[src/rtl/riscv_ctrl_pkg.sv]
// Shared definitions for the multicycle RISC-V control unit: state encoding,
// opcode constants, ALU operation codes and datapath select codes.
package riscv_ctrl_pkg;

  localparam int STATE_W = 4;

  typedef enum logic [STATE_W-1:0] {
    S_FETCH0  = 4'd0,
    S_FETCH1  = 4'd1,
    S_DECODE  = 4'd2,
    S_RS2     = 4'd3,
    S_IMM     = 4'd4,
    S_EXEC    = 4'd5,
    S_MEMRD   = 4'd6,
    S_MEMWR   = 4'd7,
    S_PCNEXT0 = 4'd8,
    S_PCNEXT1 = 4'd9,
    S_PCNEXT2 = 4'd10,
    S_TRAP    = 4'd11
  } state_t;

  localparam logic [6:0] OP_R   = 7'b0110011;
  localparam logic [6:0] OP_I   = 7'b0010011;
  localparam logic [6:0] OP_LW  = 7'b0000011;
  localparam logic [6:0] OP_SW  = 7'b0100011;
  localparam logic [6:0] OP_BEQ = 7'b1100011;

  localparam logic [3:0] ALU_AND = 4'b0000;
  localparam logic [3:0] ALU_OR  = 4'b0001;
  localparam logic [3:0] ALU_ADD = 4'b0010;
  localparam logic [3:0] ALU_SUB = 4'b0110;
  localparam logic [3:0] ALU_SLT = 4'b0111;

  localparam logic [1:0] EXT_I    = 2'd0;
  localparam logic [1:0] EXT_S    = 2'd1;
  localparam logic [1:0] EXT_B    = 2'd2;
  localparam logic [1:0] EXT_FOUR = 2'd3;

  localparam logic [1:0] SEL_RS1 = 2'd0;
  localparam logic [1:0] SEL_RS2 = 2'd1;
  localparam logic [1:0] SEL_RD  = 2'd2;
  localparam logic [1:0] SEL_PC  = 2'd3;

  // Second operand comes from the register file (rs2) rather than the immediate.
  function automatic logic uses_rs2(input logic [6:0] op);
    return (op == OP_R) || (op == OP_BEQ);
  endfunction

  function automatic logic uses_imm(input logic [6:0] op);
    return (op == OP_I) || (op == OP_LW) || (op == OP_SW);
  endfunction

endpackage

[src/rtl/alu_decoder.sv]
// Combinational ALU operation decode from opcode/funct3/funct7[5], with a flag
// for encodings the datapath cannot execute.
module alu_decoder
  import riscv_ctrl_pkg::*;
(
  input  logic [6:0] i_opcode,
  input  logic [2:0] i_funct3,
  input  logic       i_funct7_b5,
  output logic [3:0] o_alu_control,
  output logic       o_unsupported
);

  always_comb begin
    o_alu_control = ALU_ADD;
    o_unsupported = 1'b0;
    case (i_opcode)
      OP_R, OP_I: begin
        case (i_funct3)
          3'b000:  o_alu_control = (i_opcode == OP_R && i_funct7_b5) ? ALU_SUB : ALU_ADD;
          3'b111:  o_alu_control = ALU_AND;
          3'b110:  o_alu_control = ALU_OR;
          3'b010:  o_alu_control = ALU_SLT;
          default: o_unsupported = 1'b1;
        endcase
      end
      OP_LW, OP_SW: o_alu_control = ALU_ADD;
      OP_BEQ:       o_alu_control = ALU_SUB;
      default:      o_unsupported = 1'b1;
    endcase
  end

endmodule

[src/rtl/riscv_control_fsm.sv]
// Multicycle control unit for the shared-bus RISC-V datapath. Outputs are a
// Moore decode of state, refined by ir/taken/mem_busy in a few states.
//
// state   | meaning
// FETCH0  | PC onto bus, load MA
// FETCH1  | memory read into IR, waits out mem_busy
// DECODE  | rs1 into A, pick operand-B source by opcode
// RS2     | rs2 into B
// IMM     | sign-extended immediate into B
// EXEC    | ALU result to rd, or address into MA, or BEQ compare
// MEMRD   | memory data written to rd
// MEMWR   | rs2 drives bus, memory write
// PCNEXT0 | PC into A
// PCNEXT1 | +4 or branch offset into B
// PCNEXT2 | PC <= A + B, instruction complete
// TRAP    | illegal instruction, parked until reset
module riscv_control_fsm
  import riscv_ctrl_pkg::*;
(
  input  logic        clk,
  input  logic        rst,
  input  logic [31:0] ir,
  input  logic        zero,
  input  logic        mem_busy,
  output logic [3:0]  ALUControl,
  output logic        lda,
  output logic        ldb,
  output logic        ldma,
  output logic        ldiR,
  output logic [1:0]  reg_sel,
  output logic        reg_en,
  output logic        reg_we,
  output logic        mem_en,
  output logic        mem_we,
  output logic        alu_en,
  output logic        IMM_en,
  output logic [1:0]  ExtendSign_sel,
  output logic        instr_done,
  output logic        illegal
);

  state_t     r_state;
  logic       r_taken;
  logic [6:0] w_opcode;
  logic [3:0] w_alu_ctrl;
  logic       w_unsupported;
  logic       w_ir_unused;

  assign w_opcode    = ir[6:0];
  assign w_ir_unused = ^{ir[31], ir[29:15], ir[11:7]};

  alu_decoder u_alu_decoder (
    .i_opcode      (w_opcode),
    .i_funct3      (ir[14:12]),
    .i_funct7_b5   (ir[30]),
    .o_alu_control (w_alu_ctrl),
    .o_unsupported (w_unsupported)
  );

  always_ff @(posedge clk) begin
    if (!rst) begin
      r_state <= S_FETCH0;
      r_taken <= 1'b0;
    end else begin
      case (r_state)
        S_FETCH0: r_state <= S_FETCH1;
        S_FETCH1: if (!mem_busy) r_state <= S_DECODE;
        S_DECODE: begin
          if (uses_rs2(w_opcode))      r_state <= S_RS2;
          else if (uses_imm(w_opcode)) r_state <= S_IMM;
          else                         r_state <= S_TRAP;
        end
        S_RS2:    r_state <= S_EXEC;
        S_IMM:    r_state <= S_EXEC;
        S_EXEC: begin
          if (w_unsupported) begin
            r_state <= S_TRAP;
          end else begin
            case (w_opcode)
              OP_LW:   r_state <= S_MEMRD;
              OP_SW:   r_state <= S_MEMWR;
              OP_BEQ: begin
                r_taken <= zero;
                r_state <= S_PCNEXT0;
              end
              default: r_state <= S_PCNEXT0;
            endcase
          end
        end
        S_MEMRD:   if (!mem_busy) r_state <= S_PCNEXT0;
        S_MEMWR:   if (!mem_busy) r_state <= S_PCNEXT0;
        S_PCNEXT0: r_state <= S_PCNEXT1;
        S_PCNEXT1: r_state <= S_PCNEXT2;
        S_PCNEXT2: begin
          r_taken <= 1'b0;
          r_state <= S_FETCH0;
        end
        S_TRAP:    r_state <= S_TRAP;
        default:   r_state <= S_TRAP;
      endcase
    end
  end

  // Only one bus driver per cycle: register reads are suppressed whenever
  // memory or the ALU owns the bus, including while memory is stalled.
  always_comb begin
    ALUControl     = ALU_AND;
    lda            = 1'b0;
    ldb            = 1'b0;
    ldma           = 1'b0;
    ldiR           = 1'b0;
    reg_sel        = SEL_RS1;
    reg_en         = 1'b0;
    reg_we         = 1'b0;
    mem_en         = 1'b0;
    mem_we         = 1'b0;
    alu_en         = 1'b0;
    IMM_en         = 1'b0;
    ExtendSign_sel = EXT_I;
    instr_done     = 1'b0;
    illegal        = 1'b0;
    if (rst) begin
      case (r_state)
        S_FETCH0: begin
          reg_sel = SEL_PC;
          reg_en  = 1'b1;
          ldma    = 1'b1;
        end
        S_FETCH1: begin
          mem_en = 1'b1;
          ldiR   = !mem_busy;
        end
        S_DECODE: begin
          reg_sel = SEL_RS1;
          reg_en  = 1'b1;
          lda     = 1'b1;
        end
        S_RS2: begin
          reg_sel = SEL_RS2;
          reg_en  = 1'b1;
          ldb     = 1'b1;
        end
        S_IMM: begin
          IMM_en         = 1'b1;
          ldb            = 1'b1;
          ExtendSign_sel = (w_opcode == OP_SW) ? EXT_S : EXT_I;
        end
        S_EXEC: begin
          if (!w_unsupported) begin
            alu_en     = 1'b1;
            ALUControl = w_alu_ctrl;
            case (w_opcode)
              OP_LW, OP_SW: ldma = 1'b1;
              OP_BEQ: ;
              default: begin
                reg_sel = SEL_RD;
                reg_en  = 1'b1;
                reg_we  = 1'b1;
              end
            endcase
          end
        end
        S_MEMRD: begin
          mem_en  = 1'b1;
          reg_sel = SEL_RD;
          reg_en  = !mem_busy;
          reg_we  = !mem_busy;
        end
        S_MEMWR: begin
          reg_sel = SEL_RS2;
          reg_en  = !mem_busy;
          mem_en  = !mem_busy;
          mem_we  = !mem_busy;
        end
        S_PCNEXT0: begin
          reg_sel = SEL_PC;
          reg_en  = 1'b1;
          lda     = 1'b1;
        end
        S_PCNEXT1: begin
          IMM_en         = 1'b1;
          ldb            = 1'b1;
          ExtendSign_sel = r_taken ? EXT_B : EXT_FOUR;
        end
        S_PCNEXT2: begin
          alu_en     = 1'b1;
          ALUControl = ALU_ADD;
          reg_sel    = SEL_PC;
          reg_en     = 1'b1;
          reg_we     = 1'b1;
          instr_done = 1'b1;
        end
        S_TRAP:  illegal = 1'b1;
        default: ;
      endcase
    end
  end

endmodule
[config.mk]
export PLATFORM = sky130hd
export DESIGN_NAME = riscv_control_fsm
export DESIGN_NICKNAME = d
export VERILOG_FILES = /design/src/rtl/riscv_ctrl_pkg.sv /design/src/rtl/alu_decoder.sv /design/src/rtl/riscv_control_fsm.sv
export SDC_FILE = /design/constraint.sdc
export NUM_CORES = 1
export LEC_CHECK = 0
export ABC_CLOCK_PERIOD_IN_PS = 3700
export CAP_MARGIN = 10
export CORE_MARGIN = 5
export CORE_UTILIZATION = 40
export DETAILED_ROUTE_END_ITERATION = 16
export PLACE_DENSITY = 0.9
export SYNTH_ARGS = -nofsm -noshare
export SYNTH_HDL_FRONTEND = slang
export SYNTH_HIERARCHICAL = 1
export SYNTH_SLANG_ARGS = --single-unit
[constraint.sdc]
create_clock -name clk -period 3.7 [get_ports clk]
set_input_delay 0.74 -clock clk [delete_from_list [all_inputs] [get_ports clk]]
set_output_delay 0.74 -clock clk [all_outputs]
set_load 0.01 [all_outputs]
After elaboration in Yosys (flattened, before gate mapping):

Cells that the tools add are included.

* flip-flop bits (word level): 5
* latch bits: 0
* bits in writable memories: 0
* bits in read-only memories: 0
* bits of input ports: 36
* memories: 0

* add/sub/neg operators: 0
* $mul: 0
* div/mod/pow operators: 0
* magnitude comparators: 0
* equality and inequality tests: 23
* shifts and indexed selects: 0
* mux-type cells: 55
* bitwise operators: 0
* reductions and logical operators: 23

Operator list (number)
* 4-bit case mux with 9 select lines: 1
* 1-bit 2-to-1 mux: 29
* 4-bit 2-to-1 mux: 7
* 4-bit case mux with 2 select lines: 3
* 4-bit by 3-bit == test with 1-bit output (second input constant): 4
* 4-bit == test (second input constant): 4
* 4-bit case mux with 4 select lines: 1
* 2-bit OR reduction: 8
* 7-bit by 6-bit == test with 1-bit output (second input constant): 2
* 1-bit case mux with 2 select lines: 5
* 3-bit OR reduction: 3
* 4-bit by 2-bit == test with 1-bit output (second input constant): 2
* 2-bit 2-to-1 mux: 4
* 2-bit inequality test (second input constant): 4
* 2-bit case mux with 4 select lines: 1
* 7-bit by 2-bit == test with 1-bit output (second input constant): 1
* 7-bit by 5-bit == test with 1-bit output (second input constant): 1
* 7-bit == test (second input constant): 1
* 3-bit == test (second input constant): 2
* 1-bit case mux with 3 select lines: 2
* 5-bit OR reduction: 1
* 4-bit by 1-bit == test with 1-bit output (second input constant): 1
* 4-bit zero test: 1
* 2-bit case mux with 2 select lines: 1
* 10 further kinds: 12

Depth between registers and ports, before layout:

Gate-level depths: netlist (run 1).

* depth after elaboration: 8
* gate-level depth with buffers: 7
* gate-level depth less buffers: 7

Cells and area by module:

The synthesis (run 1) kept the hierarchy.

Modules (own cells, without submodules)
* riscv_control_fsm: times used 1, cells each 116, area an instance 810.8 um2
* alu_decoder: times used 1, cells each 18, area an instance 112.6 um2

Worst setup path before layout (run 1):

Ideal clock, no wire load.

* path kind: input port to output port
* from: in ir[14]
* to: out ALUControl[1]
* data arrival time: 1.863 ns
* path slack: 1.097 ns
* stages on the path: 6
* path buffers: 0
* path through: or2_1 -> a21oi_1 -> o21ai_0 -> nor2_1 -> a21oi_1 -> nor2b_1

* word-level cells in the longest chain between the ends: 7
* elaborated cells on any way between the ends: 12

RTL lines
* start, declared: RTL line riscv_control_fsm.sv:22 `input logic [31:0] ir,`
* 3-bit == test (tied with other cells): RTL line alu_decoder.sv:18 `case (i_funct3)`
* 4-bit OR reduction (no source line) (*)
* 1-bit 2-to-1 mux (*): RTL line alu_decoder.sv:18
* 1-bit case mux with 2 select lines (*): RTL line alu_decoder.sv:16 `case (i_opcode)`
* net w_unsupported: RTL line riscv_control_fsm.sv:46 `logic w_unsupported;`
* 4-bit 2-to-1 mux (*): RTL line riscv_control_fsm.sv:149 `if (!w_unsupported) begin`
* 4-bit case mux with 2 select lines (*): RTL line riscv_control_fsm.sv:123 `case (r_state)`
* 4-bit 2-to-1 mux (*): RTL line riscv_control_fsm.sv:122 `if (rst) begin`
* end, declared: RTL line riscv_control_fsm.sv:25 `output logic [3:0] ALUControl,`

The timed path passes the listed nets; every way through them passes the cells marked *.

Final worst setup path (run 1):

* from: in ir[14]
* to: out reg_en

* word-level cells in the longest chain between the ends: 7
* elaborated cells on any way between the ends: 10

RTL lines
* 3-bit == test (tied with other cells): RTL line alu_decoder.sv:18
* 4-bit OR reduction (no source line) (*)
* 1-bit 2-to-1 mux (*): RTL line alu_decoder.sv:18
* 1-bit case mux with 2 select lines (*): RTL line alu_decoder.sv:16
* net w_unsupported: RTL line riscv_control_fsm.sv:46
* 1-bit 2-to-1 mux (*): RTL line riscv_control_fsm.sv:149
* 1-bit case mux with 3 select lines (*): RTL line riscv_control_fsm.sv:123
* 1-bit 2-to-1 mux (*): RTL line riscv_control_fsm.sv:122
* end, declared: RTL line riscv_control_fsm.sv:31 `output logic reg_en,`

Marks and branches as above.

==> impl_metrics.env, run 1 <==
export IMPL_cts_num_sinks=5
export IMPL_first_global_vias=1093
export IMPL_rr_worst_depth=4
export IMPL_core_rowCount=17
export IMPL_nNetsFinal=203
export IMPL_io_buffers=33
export IMPL_slew_violations=0
export IMPL_initial_core_util=0.417
export IMPL_min_path_cells=2
export IMPL_tightest_slew_ns=0.661
export IMPL_grtUsageTotal=0.169
export IMPL_synth_common_cells="nor2_1 (11), nand2_1 (10), a21oi_1 (9)"
export IMPL_synth_area_um2=923
export IMPL_grt_pass1_wl_mm=4.66
export IMPL_overflow=0
export IMPL_hold_viol=0
export IMPL_cts_setup_buffers=0
export IMPL_power_uw=631
export IMPL_fin_crit_sh=0.951
export IMPL_maxSlewHeadroom=0.559
export IMPL_p_per_area_nw_per_um2=482
export IMPL_critPathKind="input port to output pin"
export IMPL_synthTopCellsByArea="dfxtp_1 (11%), a21oi_1 (4.9%), nor2b_1 (4.7%), nor2_1 (4.5%), nand2_1 (4.1%)"
export IMPL_drt_iter0_drc=26
export IMPL_die_area_um2=3370
export IMPL_grt_max_degree=24
export IMPL_rsz0062_at_grt="no"
export IMPL_wirelength_mm=2.78
export IMPL_finalSetupViolCount=0
export IMPL_use_met3=0.0401
export IMPL_use_met1=0.207
export IMPL_synth_most_common_cell="nor2_1"
export IMPL_coreArea_um2=2210
export IMPL_r2r_start="r_state[2]$_SDFFE_PN0P_"
export IMPL_ys_flop_type="dfxtp_1"
export IMPL_postSynthCellCount=134
export IMPL_avgRoutedWirePerCell_um=14.3
export IMPL_cts_hold_buffers_added=0
export IMPL_p_leak_nw=0.473
export IMPL_fp_dieH_um=58.0
export IMPL_ios=56
export IMPL_fmax_mhz=284
export IMPL_firstDrtPassIters=4
export IMPL_cp_required_ns=2.96
export IMPL_min_from="r_taken$_SDFFE_PN0P_"
export IMPL_die_w_um=58.0
export IMPL_setup_worst_path_end_class="output pin"
export IMPL_syn_avg_cell_area_um2=6.89
export IMPL_netlist_area_leader_share=0.108
export IMPL_clk_transition_reported_paths_ns=0.04
export IMPL_status="finished clean"
export IMPL_clk_insertion_delay_late_ns=0.24
export IMPL_r2r_end="r_taken$_SDFFE_PN0P_"
export IMPL_startpoint_type="input port"
export IMPL_cts_max_level=1
export IMPL_yosysWarnings=6
export IMPL_place_area_um2=1280
export IMPL_syn2layout_area_growth_pct=41.7
export IMPL_numCtsBuffers=3
export IMPL_drive_gt1_frac=0.127
export IMPL_clock_skew_ns=0.00267
export IMPL_synth_distinct_cells=51
export IMPL_nFillCells=226
export IMPL_fin_hold_ws_ns=0.589
export IMPL_synth_edf_count=0
export IMPL_rrSetupSlack_ns=1.93
export IMPL_diodes=0
export IMPL_syn_nets=170
export IMPL_synth_top_cell_by_area="dfxtp_1"
export IMPL_path_max_fanout=4
export IMPL_synth_async_reset_ratio=0
export IMPL_tritoncts="yes"
export IMPL_synth_seq_cells=5
export IMPL_use_met2=0.298
export IMPL_hold_class="flop to flop"
export IMPL_gp_congestion=0.907
export IMPL_busiest_layer="met2"
export IMPL_post_drt_via_cell_ratio=5.77
export IMPL_tns_ns=0
export IMPL_clk_path_buf_depth=2
export IMPL_ys_seq_area_frac=0.108
export IMPL_critPathArrivalTime_ns=2.78
export IMPL_hpwl_mm=2.10
export IMPL_cts_root_buf="clkbuf_4"
export IMPL_via_count=1120
export IMPL_vdd_ir_drop_max_mv=0.458
export IMPL_ant_nets=0
export IMPL_drc=0
export IMPL_min_period_ns=3.52
export IMPL_max_cap_viol_count=0
export IMPL_worstHoldEndpoint="r_taken$_SDFFE_PN0P_"
export IMPL_antenna_found_initial=0
export IMPL_design_area_um2=1310
-- flip-flops by register name, summed over array words and instances (netlist names) --
signal,flops
r_taken,1
r_state,4
-- worst max-delay path, stage by stage --
cell and delay [ns]:
clkdlybuf4s50_1 0.52, or2_1 0.14, a21oi_1 0.07, o21ai_1 0.24
inv_1 0.09, o311ai_2 0.09, nand2b_1 0.13, o31a_1 0.29
clkdlybuf4s50_1 0.48
-- through the flow --
step	std cells	worst slack, ns	util
final	194	0.180	0.592
after global routing	194	0.0687	0.592
after CTS	194	0.0755	0.592
after detailed placement	190	0.0840	0.580
after global placement	190	0.141	0.580
after floorplan	134	1.10	-
-- report_power, final --
part	total [mW]	internal (mW)	switching [mW]
logic	0.406	0.223	0.183
clock network	0.0616	0.0407	0.0209
registers	0.163	0.0736	0.0896
total	0.631	0.338	0.294
-- worst max path at each step --
stage / startpoint / to
after floorplan: ir[14] / ALUControl[1]
after global placement: ir[14] / reg_en
after detailed placement: ir[14] / reg_en
after CTS: ir[14] / reg_en
after global routing: ir[14] / reg_en
final: ir[14] / reg_en
-- layout make-up --
type / instances / area (µm²) / area share
clock buffer: 4 / 26.3 / 0.0201
inverter: 3 / 11.3 / 0.00860
multi-input combinational: 112 / 738 / 0.564
sequential: 5 / 100 / 0.0765
tap: 28 / 35.0 / 0.0268
timing repair buffer: 42 / 398 / 0.304
-- layout by cell type (no fill, tap or decap), drive strengths merged, types with 4 or more instances in the layout --
cell type      instances
dfxtp                  5
nor2                  11
nand2                 10
a21oi                  9
clkdlybuf4s50         33
nor4                   4
o21ai                  8
clkbuf                 4
nand2b                 5
nor2b                  8
and2                   4
buf                    9
and3                   4
-- routing by layer --
metal / vias up / wire [µm] / part of all wire
li1: 549 / - / -
met4: 0 / 0 / 0
met2: 46 / 1380 / 0.50
met1: 525 / 1220 / 0.44
met3: 0 / 185 / 0.067
met5: - / 0 / 0
-- cells by family after synthesis --
group                     share of synthesized area
other                                       0.00406
AOI/OAI and AO/OA                             0.271
DFF                                           0.108
xor gates and xnor gates                    0.00949
buffers and inverters                        0.0921
and+or+nand+nor                               0.482
muxes                                        0.0325
-- timing repair --
| item | 4_1_cts | 5_1_grt |
|---|---|---|
| resized for setup | 0 | 1 |
| endpoints found under the hold margin | 0 | 0 |
| setup endpoints to repair | 0 | 1 |
No activity file was read; power rests on OpenSTA's default activity.
==> run 2, diff against run 1 <==
--- a/config.mk
+++ b/config.mk
@@ -10,7 +10,7 @@
 export CORE_MARGIN = 5
 export CORE_UTILIZATION = 40
 export DETAILED_ROUTE_END_ITERATION = 16
-export PLACE_DENSITY = 0.9
+export PLACE_DENSITY = 0.95
 export SYNTH_ARGS = -nofsm -noshare
 export SYNTH_HDL_FRONTEND = slang
 export SYNTH_HIERARCHICAL = 1
==> impl_metrics.env, run 2 (same netlist as run 1, synthesis figures left out) <==
export IMPL_crit_buf_inv=3
export IMPL_coreArea_um2=2210
export IMPL_numCtsBuffers=3
export IMPL_antenna_found_initial=0
export IMPL_rsz0062_at_grt="no"
export IMPL_fp_dieH_um=58.0
export IMPL_max_cap_viol_count=0
export IMPL_tritoncts="yes"
export IMPL_cts_num_sinks=5
export IMPL_tightest_slew_ns=0.603
export IMPL_status="finished clean"
export IMPL_cpMostUsedCell="clkdlybuf4s50_1"
export IMPL_p_sw_uw=307
export IMPL_rrSetupSlack_ns=1.92
export IMPL_vdd_ir_drop_max_mv=0.344
export IMPL_top_register="r_state"
export IMPL_p_leak_nw=0.476
export IMPL_ant_nets=0
export IMPL_p_int_uw=339
export IMPL_diodes=0
export IMPL_clock_skew_ns=0.0122
export IMPL_dpl_worst_slack_ns=0.0666
export IMPL_avgRoutedWirePerCell_um=15.4
export IMPL_die_area_um2=3370
export IMPL_slew_violations=0
export IMPL_path_max_fanout=4
export IMPL_die_w_um=58.0
export IMPL_cpPeakStageDelay_ns=0.53
export IMPL_wirelength_mm=2.99
export IMPL_nNetsFinal=203
export IMPL_min_period_ns=3.54
export IMPL_io_buffers=33
export IMPL_endpoint="reg_en"
export IMPL_firstDrtPassIters=4
export IMPL_biggestRegsByFlops="r_state: 4 flops, r_taken: 1 flops"
export IMPL_critPathKind="input port to output pin"
export IMPL_cp_required_ns=2.96
export IMPL_hold_class="flop to flop"
export IMPL_cts_setup_buffers=0
export IMPL_nFillCells=223
export IMPL_p_per_area_nw_per_um2=494
export IMPL_grt_max_degree=21
export IMPL_clk_insertion_delay_late_ns=0.26
export IMPL_combPwrFrac=0.666
export IMPL_finalSetupViolCount=0
export IMPL_grt_pass1_wl_mm=4.80
export IMPL_r2r_end="r_taken$_SDFFE_PN0P_"
export IMPL_maxSlewHeadroom=0.597
export IMPL_drc=0
export IMPL_clk_transition_reported_paths_ns=0.06
export IMPL_initial_core_util=0.417
export IMPL_mostFrequentLayoutCell="clkdlybuf4s50_1"
export IMPL_drt_iter0_drc=58
export IMPL_syn2layout_area_growth_pct=41.9
export IMPL_ios=56
export IMPL_critPathArrivalTime_ns=2.80
export IMPL_startpoint_type="input port"
export IMPL_r2r_start="r_state[2]$_SDFFE_PN0P_"
export IMPL_cpMaxStageDelayCell="clkdlybuf4s50_1"
export IMPL_setup_slack_ns=0.159
export IMPL_seqPwrFrac=0.229
export IMPL_hold_viol=0
export IMPL_largest_reg_flops=4
export IMPL_post_drt_via_cell_ratio=5.88
export IMPL_cts_max_level=1
export IMPL_overflow=0
export IMPL_mostFrequentLayoutCells="clkdlybuf4s50_1 (33), nor2_1 (11), nand2_1 (10)"
export IMPL_gp_congestion=0.923
export IMPL_fin_crit_sh=0.957
export IMPL_clk_path_buf_depth=2
export IMPL_path_depth=9
export IMPL_via_count=1141
export IMPL_switching_share=0.475
export IMPL_tns_ns=0
export IMPL_worstSetupStartpoint="ir[14]"
export IMPL_cts_root_buf="clkbuf_4"
export IMPL_critical_path_top_delay_family="buffers and inverters"
export IMPL_grtUsageTotal=0.178
export IMPL_hpwl_mm=2.20
export IMPL_rr_worst_depth=4
export IMPL_drive_gt1_frac=0.133
export IMPL_cp_cell_sequence="clkdlybuf4s50_1 -> or2_1 -> a21oi_1 -> o21ai_1 -> inv_1 -> o311ai_2 -> nand2b_1 -> o31a_1 -> clkdlybuf4s50_1"
export IMPL_clkPwrFrac=0.105
export IMPL_core_rowCount=17
export IMPL_first_global_vias=1120
export IMPL_fmax_mhz=282
export IMPL_setup_worst_path_end_class="output pin"
==> run 2: cell count changes in the layout (fill, tap and decap cells not counted) <==
cell | before | now
clkbuf_1 | 1 | 0
clkinv_2 | 0 | 1
==> run 2: worst min-delay path by stage <==
stage	start	endpoint	depth (start not counted)
global route	r_taken$_SDFFE_PN0P_	r_taken$_SDFFE_PN0P_	2
finish	r_taken$_SDFFE_PN0P_	r_taken$_SDFFE_PN0P_	2
detailed placement	r_taken$_SDFFE_PN0P_	r_taken$_SDFFE_PN0P_	2
floorplan	r_taken$_SDFFE_PN0P_	r_taken$_SDFFE_PN0P_	2
CTS	r_taken$_SDFFE_PN0P_	r_taken$_SDFFE_PN0P_	2
global placement	r_taken$_SDFFE_PN0P_	r_taken$_SDFFE_PN0P_	2
==> run 2: routing by layer <==
metal / wire length [µm] / GRT usage / vias up
li1: - / - / 553
met3: 264 / 0.0290 / 2
met1: 1220 / 0.212 / 518
met4: 28 / 0.109 / 0
met5: 0 / 0 / -
met2: 1470 / 0.295 / 68
==> run 2: layout make-up <==
type,count,area (µm²),share of cell area
tap,28,35.0,0.0267
clock inverter,1,5.00,0.00382
clock buffer,3,22.5,0.0172
sequential,5,100,0.0764
multi-input combinational,112,738,0.564
timing repair buffer,42,398,0.304
inverter,3,11.3,0.00860
==> run 2: worst reg2reg max path, stage by stage, from the launching register on <==
cell       delay (ns)
dfxtp_1          0.70
nand4bb_1        0.29
nor4_2           0.34
mux2i_1          0.25
nor3b_2          0.06
==> run 2: power groups by stage <==
stage          sequential (mW)  clock (mW)  combinational, mW
4_1_cts                  0.145      0.0693              0.430
5_1_grt                  0.156      0.0720              0.470
6_report                 0.148      0.0678              0.431
2_1_floorplan           0.0878           0              0.347
3_5_place_dp             0.145           0              0.427
3_3_place_gp             0.144           0              0.414
==> run 2: repair_timing <==
action / CTS / global route
setup endpoints to repair: 0 / 1
hold buffers: 0 / 0
gates resized for setup: 0 / 1
==> run 2: per-stage QoR <==
| stage | cell area (µm²) | cells | hold slack (ns) | utilization | total power [mW] |
|---|---|---|---|---|---|
| after floorplan | 923 | 134 | 0.535 | - | 0.435 |
| after global placement | 1280 | 190 | 0.573 | 0.580 | 0.558 |
| after detailed placement | 1280 | 190 | 0.584 | 0.580 | 0.572 |
| after CTS | 1310 | 194 | 0.592 | 0.592 | 0.644 |
| after global routing | 1310 | 194 | 0.635 | 0.592 | 0.698 |
| final | 1310 | 194 | 0.589 | 0.592 | 0.647 |
